$ cat src/rtl/tensor_ram_writer.sv
// -----------------------------------------------------------------------------
// tensor_ram_writer
//
// Packs a raster-ordered stream of int8 output activations (row, col, channel;
// channel innermost) into 128-bit tensor_ram words in channel-last layout, and
// issues one strobed word write per 16 bytes, plus a partial write for the
// final word of a layer. The byte placement mirrors the layer patch reader:
// byte offset 0 lands in ram_din3[31:24] and offset 15 in ram_din0[7:0].
//
// Optional feature: define TENSOR_WRITER_RELU_EN to clamp negative activations
// to 0x00 before packing. Clamped bytes still count and are still strobed.
//
// Ports:
//   clk, reset          clock, synchronous active-high reset
//   start               begin a layer (only honoured in IDLE); latches config
//   img_width/height    output tensor W / H
//   num_channels        output channels C
//   base_word_addr      destination base word address
//   in_valid/in_data    activation byte stream
//   in_ready            byte accepted when in_valid && in_ready
//   ram_we              single-cycle word write strobe
//   ram_addr            write word address
//   ram_din0..3         write data (din3 holds byte offsets 0..3)
//   ram_wstrb           byte strobe, bit i = byte offset i
//   busy                high outside IDLE
//   layer_done          one-cycle pulse at end of layer
//   cur_row/col/channel position of the next expected byte
// -----------------------------------------------------------------------------
module tensor_ram_writer #(
  parameter int MAX_IMG_W    = 64,
  parameter int MAX_IMG_H    = 64,
  parameter int MAX_CHANNELS = 64,
  parameter int ADDR_W       = $clog2(MAX_IMG_W * MAX_IMG_H * MAX_CHANNELS / 16)
) (
  input  logic                              clk,
  input  logic                              reset,
  input  logic                              start,
  input  logic [$clog2(MAX_IMG_W+1)-1:0]    img_width,
  input  logic [$clog2(MAX_IMG_H+1)-1:0]    img_height,
  input  logic [$clog2(MAX_CHANNELS+1)-1:0] num_channels,
  input  logic [ADDR_W-1:0]                 base_word_addr,
  input  logic                              in_valid,
  input  logic [7:0]                        in_data,
  output logic                              in_ready,
  output logic                              ram_we,
  output logic [ADDR_W-1:0]                 ram_addr,
  output logic [31:0]                       ram_din0,
  output logic [31:0]                       ram_din1,
  output logic [31:0]                       ram_din2,
  output logic [31:0]                       ram_din3,
  output logic [15:0]                       ram_wstrb,
  output logic                              busy,
  output logic                              layer_done,
  output logic [$clog2(MAX_IMG_H+1)-1:0]    cur_row,
  output logic [$clog2(MAX_IMG_W+1)-1:0]    cur_col,
  output logic [$clog2(MAX_CHANNELS+1)-1:0] cur_channel
);

  localparam int WW = $clog2(MAX_IMG_W + 1);
  localparam int HW = $clog2(MAX_IMG_H + 1);
  localparam int CW = $clog2(MAX_CHANNELS + 1);

  typedef enum logic [1:0] {
    S_IDLE,
    S_ACCEPT,
    S_FLUSH,
    S_DONE
  } state_t;

  state_t         state_q;

  // Latched layer configuration.
  logic [WW-1:0]     w_q;
  logic [HW-1:0]     h_q;
  logic [CW-1:0]     c_q;
  logic [ADDR_W-1:0] base_q;

  // Position of the next expected byte.
  logic [HW-1:0]     row_q;
  logic [WW-1:0]     col_q;
  logic [CW-1:0]     ch_q;

  // Bytes arrive strictly in element-index order, so the byte offset within
  // the word (e[3:0]) is a 4-bit running count and the word index (e>>4) is
  // the number of words already flushed. This avoids the (row*W+col)*C+ch
  // multiply while producing identical offsets and addresses.
  logic [3:0]        off_q;
  logic [ADDR_W-1:0] word_q;

  logic [127:0]      buf_q;
  logic [15:0]       strb_q;
  logic              last_q;

  // Registered outputs.
  logic              in_ready_q;
  logic              ram_we_q;
  logic [ADDR_W-1:0] ram_addr_q;
  logic [127:0]      ram_data_q;
  logic [15:0]       ram_wstrb_q;
  logic              busy_q;
  logic              layer_done_q;

  logic [7:0]        byte_in;
  logic [127:0]      buf_d;
  logic [15:0]       strb_d;
  logic              ch_last;
  logic              col_last;
  logic              row_last;
  logic              elem_last;
  logic              handshake;

`ifdef TENSOR_WRITER_RELU_EN
  assign byte_in = in_data[7] ? 8'h00 : in_data;
`else
  assign byte_in = in_data;
`endif

  assign ch_last   = (ch_q  == c_q - CW'(1));
  assign col_last  = (col_q == w_q - WW'(1));
  assign row_last  = (row_q == h_q - HW'(1));
  assign elem_last = row_last && col_last && ch_last;
  assign handshake = in_valid && in_ready_q;

  // Buffer/strobe contents including the byte being accepted this cycle.
  // Offset o occupies bits [8*(15-o) +: 8]; for a 4-bit o, 15-o == ~o.
  // NOTE: every signal assigned in always_comb gets a default first so no
  // path leaves it unassigned, which would otherwise infer a latch.
  always_comb begin
    buf_d                     = buf_q;
    strb_d                    = strb_q | (16'd1 << off_q);
    buf_d[{~off_q, 3'b000} +: 8] = byte_in;
  end

  // NOTE: state is updated only with non-blocking assignments so every
  // register samples the pre-edge values of the others, independent of
  // statement order.
  always_ff @(posedge clk) begin
    if (reset) begin
      // NOTE: the pack buffer is an ordinary register bank (not a RAM), so it
      // is reset along with everything else; a mid-layer reset must leave no
      // stale bytes behind.
      state_q      <= S_IDLE;
      w_q          <= '0;
      h_q          <= '0;
      c_q          <= '0;
      base_q       <= '0;
      row_q        <= '0;
      col_q        <= '0;
      ch_q         <= '0;
      off_q        <= '0;
      word_q       <= '0;
      buf_q        <= '0;
      strb_q       <= '0;
      last_q       <= 1'b0;
      in_ready_q   <= 1'b0;
      ram_we_q     <= 1'b0;
      ram_addr_q   <= '0;
      ram_data_q   <= '0;
      ram_wstrb_q  <= '0;
      busy_q       <= 1'b0;
      layer_done_q <= 1'b0;
    end else begin
      case (state_q)
        S_IDLE: begin
          if (start) begin
            w_q    <= img_width;
            h_q    <= img_height;
            c_q    <= num_channels;
            base_q <= base_word_addr;
            row_q  <= '0;
            col_q  <= '0;
            ch_q   <= '0;
            off_q  <= '0;
            word_q <= '0;
            buf_q  <= '0;
            strb_q <= '0;
            last_q <= 1'b0;
            busy_q <= 1'b1;
            // W*H*C is zero exactly when any factor is zero.
            if (img_width == '0 || img_height == '0 || num_channels == '0) begin
              state_q      <= S_DONE;
              layer_done_q <= 1'b1;
            end else begin
              state_q    <= S_ACCEPT;
              in_ready_q <= 1'b1;
            end
          end
        end

        S_ACCEPT: begin
          if (handshake) begin
            buf_q  <= buf_d;
            strb_q <= strb_d;
            off_q  <= off_q + 4'd1;

            if (ch_last) begin
              ch_q <= '0;
              if (col_last) begin
                col_q <= '0;
                row_q <= row_q + HW'(1);
              end else begin
                col_q <= col_q + WW'(1);
              end
            end else begin
              ch_q <= ch_q + CW'(1);
            end

            // Word is complete or the layer ends: present the write in the
            // FLUSH cycle straight from the updated buffer.
            if (off_q == 4'hF || elem_last) begin
              state_q     <= S_FLUSH;
              in_ready_q  <= 1'b0;
              ram_we_q    <= 1'b1;
              ram_addr_q  <= base_q + word_q;
              ram_data_q  <= buf_d;
              ram_wstrb_q <= strb_d;
              last_q      <= elem_last;
            end
          end
        end

        S_FLUSH: begin
          ram_we_q <= 1'b0;
          buf_q    <= '0;
          strb_q   <= '0;
          word_q   <= word_q + ADDR_W'(1);
          if (last_q) begin
            state_q      <= S_DONE;
            layer_done_q <= 1'b1;
          end else begin
            state_q    <= S_ACCEPT;
            in_ready_q <= 1'b1;
          end
        end

        S_DONE: begin
          layer_done_q <= 1'b0;
          busy_q       <= 1'b0;
          state_q      <= S_IDLE;
        end

        default: begin
          state_q <= S_IDLE;
        end
      endcase
    end
  end

  assign in_ready    = in_ready_q;
  assign ram_we      = ram_we_q;
  assign ram_addr    = ram_addr_q;
  assign ram_din3    = ram_data_q[127:96];
  assign ram_din2    = ram_data_q[95:64];
  assign ram_din1    = ram_data_q[63:32];
  assign ram_din0    = ram_data_q[31:0];
  assign ram_wstrb   = ram_wstrb_q;
  assign busy        = busy_q;
  assign layer_done  = layer_done_q;
  assign cur_row     = row_q;
  assign cur_col     = col_q;
  assign cur_channel = ch_q;

endmodule

$ cat config.mk
export PLATFORM = sky130hd
export DESIGN_NAME = tensor_ram_writer
export DESIGN_NICKNAME = d
export VERILOG_FILES = /design/src/rtl/tensor_ram_writer.sv
export SDC_FILE = /design/constraint.sdc
export NUM_CORES = 1
export LEC_CHECK = 0
export ABC_AREA = 0
export CAP_MARGIN = 0
export CORE_MARGIN = 4
export CORE_UTILIZATION = 60
export CTS_BUF_LIST = sky130_fd_sc_hd__clkbuf_16
export CTS_CLUSTER_DIAMETER = 150
export CTS_CLUSTER_SIZE = 30
export DETAILED_ROUTE_END_ITERATION = 12
export PLACE_DENSITY = 0.86
export SYNTH_ARGS = -nofsm -noshare
export SYNTH_HDL_FRONTEND = slang
export SYNTH_SLANG_ARGS = --single-unit
export TNS_END_PERCENT = 1
$ cat constraint.sdc
create_clock -name clk -period 8.5 [get_ports clk]
set_clock_uncertainty 0.1 [all_clocks]
set_input_delay 1.7 -clock clk [delete_from_list [all_inputs] [get_ports clk]]
set_output_delay 1.7 -clock clk [all_outputs]
set_load 0.1 [all_outputs]
==> results of run 1 <==
-- where the power goes --
part	internal (uW)	total, uW	switching (uW)
Clock	365	916	551
Combinational	82.0	288	206
Sequential	1810	1830	20.0
Total	2260	3030	777
-- critical path: stages --
cell             delay (ps)
clkdlybuf4s50_1         520
nand3_2                 110
nor4_1                  330
nand4_1                 940
buf_4                   740
a21boi_0                250
a21oi_1                 150
-- logic make-up (layout without fill, tap and decap cells) --
family / after synthesis / count (layout) / share of synthesized area, %
AOI/OAI and AO/OA: 536 / 536 / 21.9
xor gates and xnor gates: 42 / 42 / 2.15
adders and majority gates: 27 / 27 / 2.02
buffers and inverters: 212 / 298 / 4.87
DFF: 383 / 383 / 44.8
muxes: 75 / 75 / 4.39
and+or+nand+nor: 707 / 707 / 19.8
-- flip-flops by register name, summed over array words and instances (netlist names), 2 cells and up --
| register | cells |
|---|---|
| ram_addr | 14 |
| w_q | 7 |
| cur_channel | 7 |
| ram_data_q | 128 |
| off_q | 4 |
| word_q | 14 |
| c_q | 7 |
| cur_row | 7 |
| cur_col | 7 |
| state_q | 2 |
| buf_q | 128 |
| h_q | 7 |
| base_q | 14 |
| ram_wstrb | 16 |
| strb_q | 16 |
-- per-layer routing --
metal  global-route usage [%]  vias up  wire, um
met2                     49.2      740     23100
met1                     40.5     7670     20100
met4                     8.67        0      1400
li1                         -     7415         -
met5                        0        -         0
met3                     3.99       99      3930
-- layout make-up --
type                       instances  share of cell area, %
multi-input combinational       1387                   43.7
sequential                       383                   38.7
timing repair buffer             249                   12.4
tap                              378                   2.39
clock buffer                      17                   2.15
inverter                          31                  0.601
clock inverter                     1                 0.0443
-- worst max-delay path by stage --
stage | start | to | slack [ps] | cells past startpoint
2_1_floorplan | start | cur_channel[6] | 5100 | 8
3_3_place_gp | in_valid | ram_data_q[92] | 3780 | 7
3_5_place_dp | in_valid | ram_data_q[78] | 3630 | 7
4_1_cts | in_valid | ram_data_q[92] | 4160 | 7
5_1_grt | in_valid | ram_data_q[92] | 3920 | 7
6_report | in_valid | last_q | 4020 | 7
-- Yosys cell counts, types with 17 or more instances --
cell type	n
nor3_1	25
nand3_1	32
a21oi_1	132
nor2_1	259
o31ai_1	129
dfxtp_1	383
clkbuf_1	145
nand2_1	142
and2_1	24
mux2i_1	74
nand4_1	142
a32oi_1	21
o21ai_0	27
ha_1	26
xnor2_1	24
a22oi_1	124
buf_2	17
a211oi_1	21
xor2_1	18
inv_1	31
-- metrics by stage --
step                power [uW]  worst slack, ps  hold WS (ps)  utilization [%]  cells
floorplan                 2060             5100           337                -   1982
global placement          2140             3780           344             69.3   2428
detailed placement        2150             3630           348             69.3   2428
CTS                       3040             4160           365             70.8   2446
global route              3120             3920           383             70.8   2446
finish                    3030             4020           365             70.8   2446
==> results.env, run 1 <==
STATUS='completed'
VDD_DROP_MAX_mV=0.127
MAXCAPVIOLATIONS=0
ROUTED_VIA_DENSITY=6.51
CLOCK_SINKS=383
TIMING.RR.START='c_q[0]'
WHS_ENDPOINT='ram_data_q[88]'
IO_BUFFERS=229
SLEW_HEADROOM_PCT=17.3
TOTAL_COUNT_OF_HOLD_CHECK_FAILURES_IN_THE_FINAL_REPORT=0
GLOBALPLACE.CONGESTION=0.895
TIMING.CRITICAL_PATH.ARRIVAL_PS=4830
POST_CTS.REPAIR.SETUP_BUFFERS=0
LAYOUT-DRIVE-GT1-SHARE_PCT=3.19
SYN-NUM-NETS=2056
CLOCK_TREE_FROM_TRITONCTS='done'
LAYOUT.NETS=2142
DIE-WIDTH_UM=177
FIRST_GLOBAL_VIAS=14992
OVERFLOW=0
ANTENNA_VIOLATING_NETS_POST_ROUTE=0
MOST_FREQUENT_CELLS_IN_THE_LAYOUT='dfxtp_1 (383), nor2_1 (258), clkdlybuf4s50_1 (228), nand4_1 (142), nand2_1 (141)'
SYNTH.AREA.TOP_CELLS='dfxtp_1 (45%), nor2_1 (5.7%), o31ai_1 (5.7%)'
CTS-RESIZED-GATES=0
SYNTHDOMINANTAREACELLTYPE='dfxtp_1'
WORSTSETUPENDPOINTTYPE='flop'
MOSTFREQUENTLAYOUTCELL='dfxtp_1'
SYNTH_WARNINGS=0
SYNTH_FF_TYPE='dfxtp_1'
YOSYS_REGISTER_BITS=383
LARGEST_DRIVER_FANOUT_ON_THE_CRITICAL_PATH=76
TIMING_WORST_SETUP_PATH_TYPE='input pin to flop'
POWER_DENSITY_mW_PER_MM2=153
IO_PINS=230
TOTAL_NUMBER_OF_PLACEMENT_ROWS=61
REPORT.FINAL.SETUP_VIOL=0
CTSROOTBUFFERMASTER='clkbuf_16'
WORSTSETUPSTARTPOINTTYPE='input pin'
DPL-INSTANCE-AREA_SQ_MM=0.0194
DETAILED_PLACE_HPWL_UM=32100
AREA_DELTA_SYNTH_FINAL_PCT=15.6
SYNTHDISTINCTLIBCELLS=67
CTS_HOLD_BUFS=0
MULTI_INPUT_AREA_SQ_MM=0.00865
SYNTH_TOP_AREA_SHARE_PCT=44.8
ASYNC_FLOP_SHARE_PCT=0
SYNTH-EDFF-COUNT=0
DRT_WL_TOTAL_UM=48500
CLK_PIN_SLEW_WORST_PATHS_PS=110
SYN_AVG_CELL_AREA_SQ_UM=8.64
FINAL.SETUP.TNS_PS=0
MAX_FREQ_GHz=0.223
ANTENNA_CELLS=0
DRC_ERRORS=0
FINAL_DESIGN_AREA_NO_FILL_SQ_MM=0.0198
HOLD_CLASS='flop to flop'
DETAILROUTE.VIA_COUNT=15924
CRITICAL_PATH.REG2REG.ENDPOINT='ram_data_q[92]'
TRITONCTS.NUM_BUFFERS=16
CRIT_REQUIRED_PS=8850
FILL_CELLS=2153
GRT_MAX_DEGREE=160
PERIOD_SHARE_PCT=52.7
FP.DIEAREA_SQ_MM=0.0313
FLOORPLAN.INITIALDENSITY_PCT=61.3
DR.FIRST_ITER.DRC_COUNT=1748
MIN_FROM='ram_data_q[88]'
LAYOUT_MIN_CYCLE_TIME_PS=4480
STATIC-LEAKAGE-POWER_uW=0.00664
SYN_INST=1982
POST_SYNTHESIS_INSTANCE_AREA_SQ_MM=0.0171
WORST_HOLD_PATH.NUM_CELLS=2
HTREEDEPTH=1
REGTOREGSETUPSLACK_PS=4220
WORST_R2R_PATH_DEPTH=11
FIRST_PASS_GRT_WIRE_LENGTH_UM=77800
DRT_PASS1_ITERATIONS=5
SETUP_REPAIR_AFTER_GLOBAL_ROUTING_MISSED_ITS_MARGIN='no'
CLK_LATENCY_PS=520
ANTENNA_FOUND_INITIAL=0
TIMING.FINAL.MAX_SLEW_VIOLATIONS=0
YOSYSSEQAREASHARE_PCT=44.8
TOTAL_CORE_AREA_SQ_MM=0.0279
WORST_SLEW_PIN_TRAN_PS=1240
CHIPHEIGHT_UM=177
WL_PER_CELL_UM=19.8
SEQ_AREA_SQ_MM=0.00767
CLOCK_TREE.BUFFER_DEPTH=3
GRTUSAGETOTAL_PCT=29.6
No activity file was read; power rests on OpenSTA's default activity.
==> run 2: changes to the inputs <==
- CORE_UTILIZATION: 60 -> 50
- PLACE_DENSITY: 0.86 -> 0.77
- clock period: 8.5 -> 3.9 ns (I/O delays scaled with it)
==> results.env, run 2 (synthesis gave the netlist of run 1 again) <==
CTSROOTBUFFERMASTER='clkbuf_16'  # unchanged
CTS_HOLD_BUFS=0  # unchanged
WORSTSETUPENDPOINTTYPE='flop'  # unchanged
FLOORPLAN.INITIALDENSITY_PCT=50.9  # was 61.3%
WL_PER_CELL_UM=19.8  # about the same
MULTI_INPUT_AREA_SQ_MM=0.00865  # unchanged
WL_MET2_UM=23300  # was 23100 um
CP_SLOWEST_CELL='dfxtp_1'  # was nand4_1
LARGEST_DRIVER_FANOUT_ON_THE_CRITICAL_PATH=17  # was 76
FP.DIEAREA_SQ_MM=0.0373  # was 0.0313 sq mm
POWER_SWITCHING_SHARE_PCT=25.7  # was 25.6%
MAXCAPVIOLATIONS=0  # unchanged
MAX_FREQ_GHz=0.278
CHIPHEIGHT_UM=193  # was 177 um
TRITONCTS.NUM_BUFFERS=16  # unchanged
CLK_PIN_SLEW_WORST_PATHS_PS=120  # was 110 ps
TIMING_WORST_SETUP_PATH_TYPE='flop to flop'  # was input pin to flop
TIMING.FINAL.MAX_SLEW_VIOLATIONS=0  # unchanged
POST_LAYOUT_UTIL_PCT=59.7  # was 70.8%
CELLINTERNALPOWER_uW=4930  # was 2260 uW
DRT_PASS1_ITERATIONS=6  # was 5
CLK_LATENCY_PS=530  # was 520 ps
PATH_BUF_INV=1  # was 2
P_SWITCHING_uW=1710  # was 777 uW
DPL-INSTANCE-AREA_SQ_MM=0.0196  # was 0.0194 sq mm
LAYOUT_MIN_CYCLE_TIME_PS=3600
MOSTFREQUENTLAYOUTCELL='dfxtp_1'  # unchanged
DRC_ERRORS=0  # unchanged
CLOCK_TREE_FROM_TRITONCTS='done'  # unchanged
ANTENNA_FOUND_INITIAL=3  # was 0
LAYOUT-DRIVE-GT1-SHARE_PCT=3.80  # was 3.19%
TIMING.CRITICAL_PATH.ARRIVAL_PS=3880  # was 4830 ps
DRT-MET1-WL_UM=22200  # was 20100 um
CRITICAL_PATH_CELL_COUNT=9  # was 7
WORST_HOLD_PATH.NUM_CELLS=2  # unchanged
WORST_HOLD_SLACK_ACROSS_ALL_ENDPOINTS_PS=368  # was 365 ps
MOST_FREQUENT_CELLS_IN_THE_LAYOUT='dfxtp_1 (383), nor2_1 (258), clkdlybuf4s50_1 (227), nand4_1 (142), nand2_1 (141)'  # was dfxtp_1 (383), nor2_1 (258), clkdlybuf4s50_1 (228), nand4_1 (142), nand2_1 (141)
ANTENNA_VIOLATING_NETS_POST_ROUTE=0  # unchanged
POST_CTS.REPAIR.SETUP_BUFFERS=0  # unchanged
TOTAL_CORE_AREA_SQ_MM=0.0336  # was 0.0279 sq mm
DIE-WIDTH_UM=193  # was 177 um
CTS-RESIZED-GATES=0  # unchanged
GLOBALPLACE.CONGESTION=0.912  # was 0.895
FIRST_PASS_GRT_WIRE_LENGTH_UM=78900  # was 77800 um
POWER_DENSITY_mW_PER_MM2=331  # was 153 mW/mm^2
IO_PINS=230  # unchanged
CLK_PWR_SHARE_PCT=30.3  # was 30.2%
COMB_POWER_SHARE_PCT=9.6  # was 9.5%
SLEW_HEADROOM_PCT=26.6  # was 17.3%
ROUTED_VIA_DENSITY=6.11  # was 6.51
HTREEDEPTH=1  # unchanged
FINAL.SETUP.TNS_PS=0  # unchanged
CLOCK_SINKS=383  # unchanged
PERIOD_SHARE_PCT=92.2
REPORT.FINAL.SETUP_VIOL=0  # unchanged
FILL_CELLS=2963  # was 2153
REG.LARGEST.LIST='buf_q (128), ram_data_q (128)'  # unchanged
STATUS='completed'  # unchanged
STATIC-LEAKAGE-POWER_uW=0.00674  # was 0.00664 uW
MET3_LENGTH_UM=3310  # was 3930 um
TOTAL_COUNT_OF_HOLD_CHECK_FAILURES_IN_THE_FINAL_REPORT=0  # unchanged
AREA_DELTA_SYNTH_FINAL_PCT=17.2  # was 15.6%
SEQ_AREA_SQ_MM=0.00767  # unchanged
DETAILED_PLACE_HPWL_UM=34100  # was 32100 um
VDD_DROP_MAX_mV=0.311  # was 0.127 mV
MOST_USED_CELL_ALONG_THE_CRITICAL_PATH='nor2_1'
FINALNONFILLERCELLS=2531  # was 2446
DR.FIRST_ITER.DRC_COUNT=1658  # was 1748
DP_CELLS=2510  # was 2428
OVERFLOW=0  # unchanged
GRT_MAX_DEGREE=181  # was 160
CP_SLOWEST_STAGE_DELAY_PS=630  # was 940 ps
CRITPATHTOPFAMILY='simple AND/OR/NAND/NOR gates'  # unchanged
IO_BUFFERS=229  # unchanged
LAYOUT.NETS=2154  # was 2142
FIRST_GLOBAL_VIAS=14418  # was 14992
SETUP_REPAIR_AFTER_GLOBAL_ROUTING_MISSED_ITS_MARGIN='no'  # unchanged
HOLD_CLASS='flop to flop'  # unchanged
CLOCK_TREE.BUFFER_DEPTH=3  # unchanged
WORSTSETUPSTARTPOINTTYPE='flop'  # was input pin
CRIT_PATH_CELL_TRACE='ha_1, ha_1, a211oi_1, nand2_1, buf_4, nor2_1, nor2_1, a22oi_1, nor2_1'  # was clkdlybuf4s50_1, nand3_2, nor4_1, nand4_1, buf_4, a21boi_0, a21oi_1
WORST_R2R_PATH_DEPTH=9  # was 11
WORST_SLEW_PIN_TRAN_PS=1100  # was 1240 ps
DR.MAX_LAYER_USED='met4'  # unchanged
DRT_WL_TOTAL_UM=50100  # was 48500 um
SEQUENTIALPOWERSHARE_PCT=60.1  # was 60.3%
TOTAL_NUMBER_OF_PLACEMENT_ROWS=67  # was 61
FINAL_DESIGN_AREA_NO_FILL_SQ_MM=0.0201  # was 0.0198 sq mm
GRTUSAGETOTAL_PCT=25.6  # was 29.6%
CRIT_REQUIRED_PS=4180  # was 8850 ps
DETAILROUTE.VIA_COUNT=15456  # was 15924
==> run 2: cell types whose count changed in the layout (fill, tap and decap cells not counted), sizes merged <==
cell and change:
clkdlybuf4s50 -1, buf +13, diode +3
==> run 2: per-stage QoR <==
step           setup WS (ps)  total power (uW)
6_report                 305              6640
5_1_grt                 75.1              6870
4_1_cts                  360              6670
3_5_place_dp             421              4710
3_3_place_gp             466              4690
2_1_floorplan            677              4500
==> run 2: tightest hold or removal path, stage by stage, from the launching register on <==
cell      delay, ps
dfxtp_1         330
inv_1            50
a211oi_1         50
==> run 2: layout make-up <==
class / count / share of cell area [%]
Tap cell: 448 / 2.79
Multi-Input combinational cell: 1387 / 43.1
Sequential cell: 383 / 38.2
Clock inverter: 1 / 0.0437
Inverter: 31 / 0.593
Timing Repair Buffer: 261 / 13.1
Antenna cell: 3 / 0.0374
Clock buffer: 17 / 2.12
==> run 2: per-layer routing <==
layer | up-vias | GRT usage (%)
met5 | - | 0
met4 | 0 | 6.35
met3 | 76 | 3.37
met2 | 544 | 41.7
met1 | 7384 | 36.2
li1 | 7452 | -
==> run 2: path summary, 6_finish.rpt <==
check,from,end,slack [ps]
setup / recovery,off_q[0],buf_q[10],300
hold / removal,ram_data_q[122],ram_data_q[122],370
setup reg to reg,off_q[0],buf_q[10],300
hold reg to reg,ram_data_q[122],ram_data_q[122],370
==> run 2: power by group through the flow <==
stage	Clock (uW)	Sequential, uW	Combinational (uW)
after global placement	0	4080	615
final	2010	3990	637
after detailed placement	0	4080	628
after floorplan	0	4110	382
after global routing	2180	4000	689
after CTS	2050	3990	630
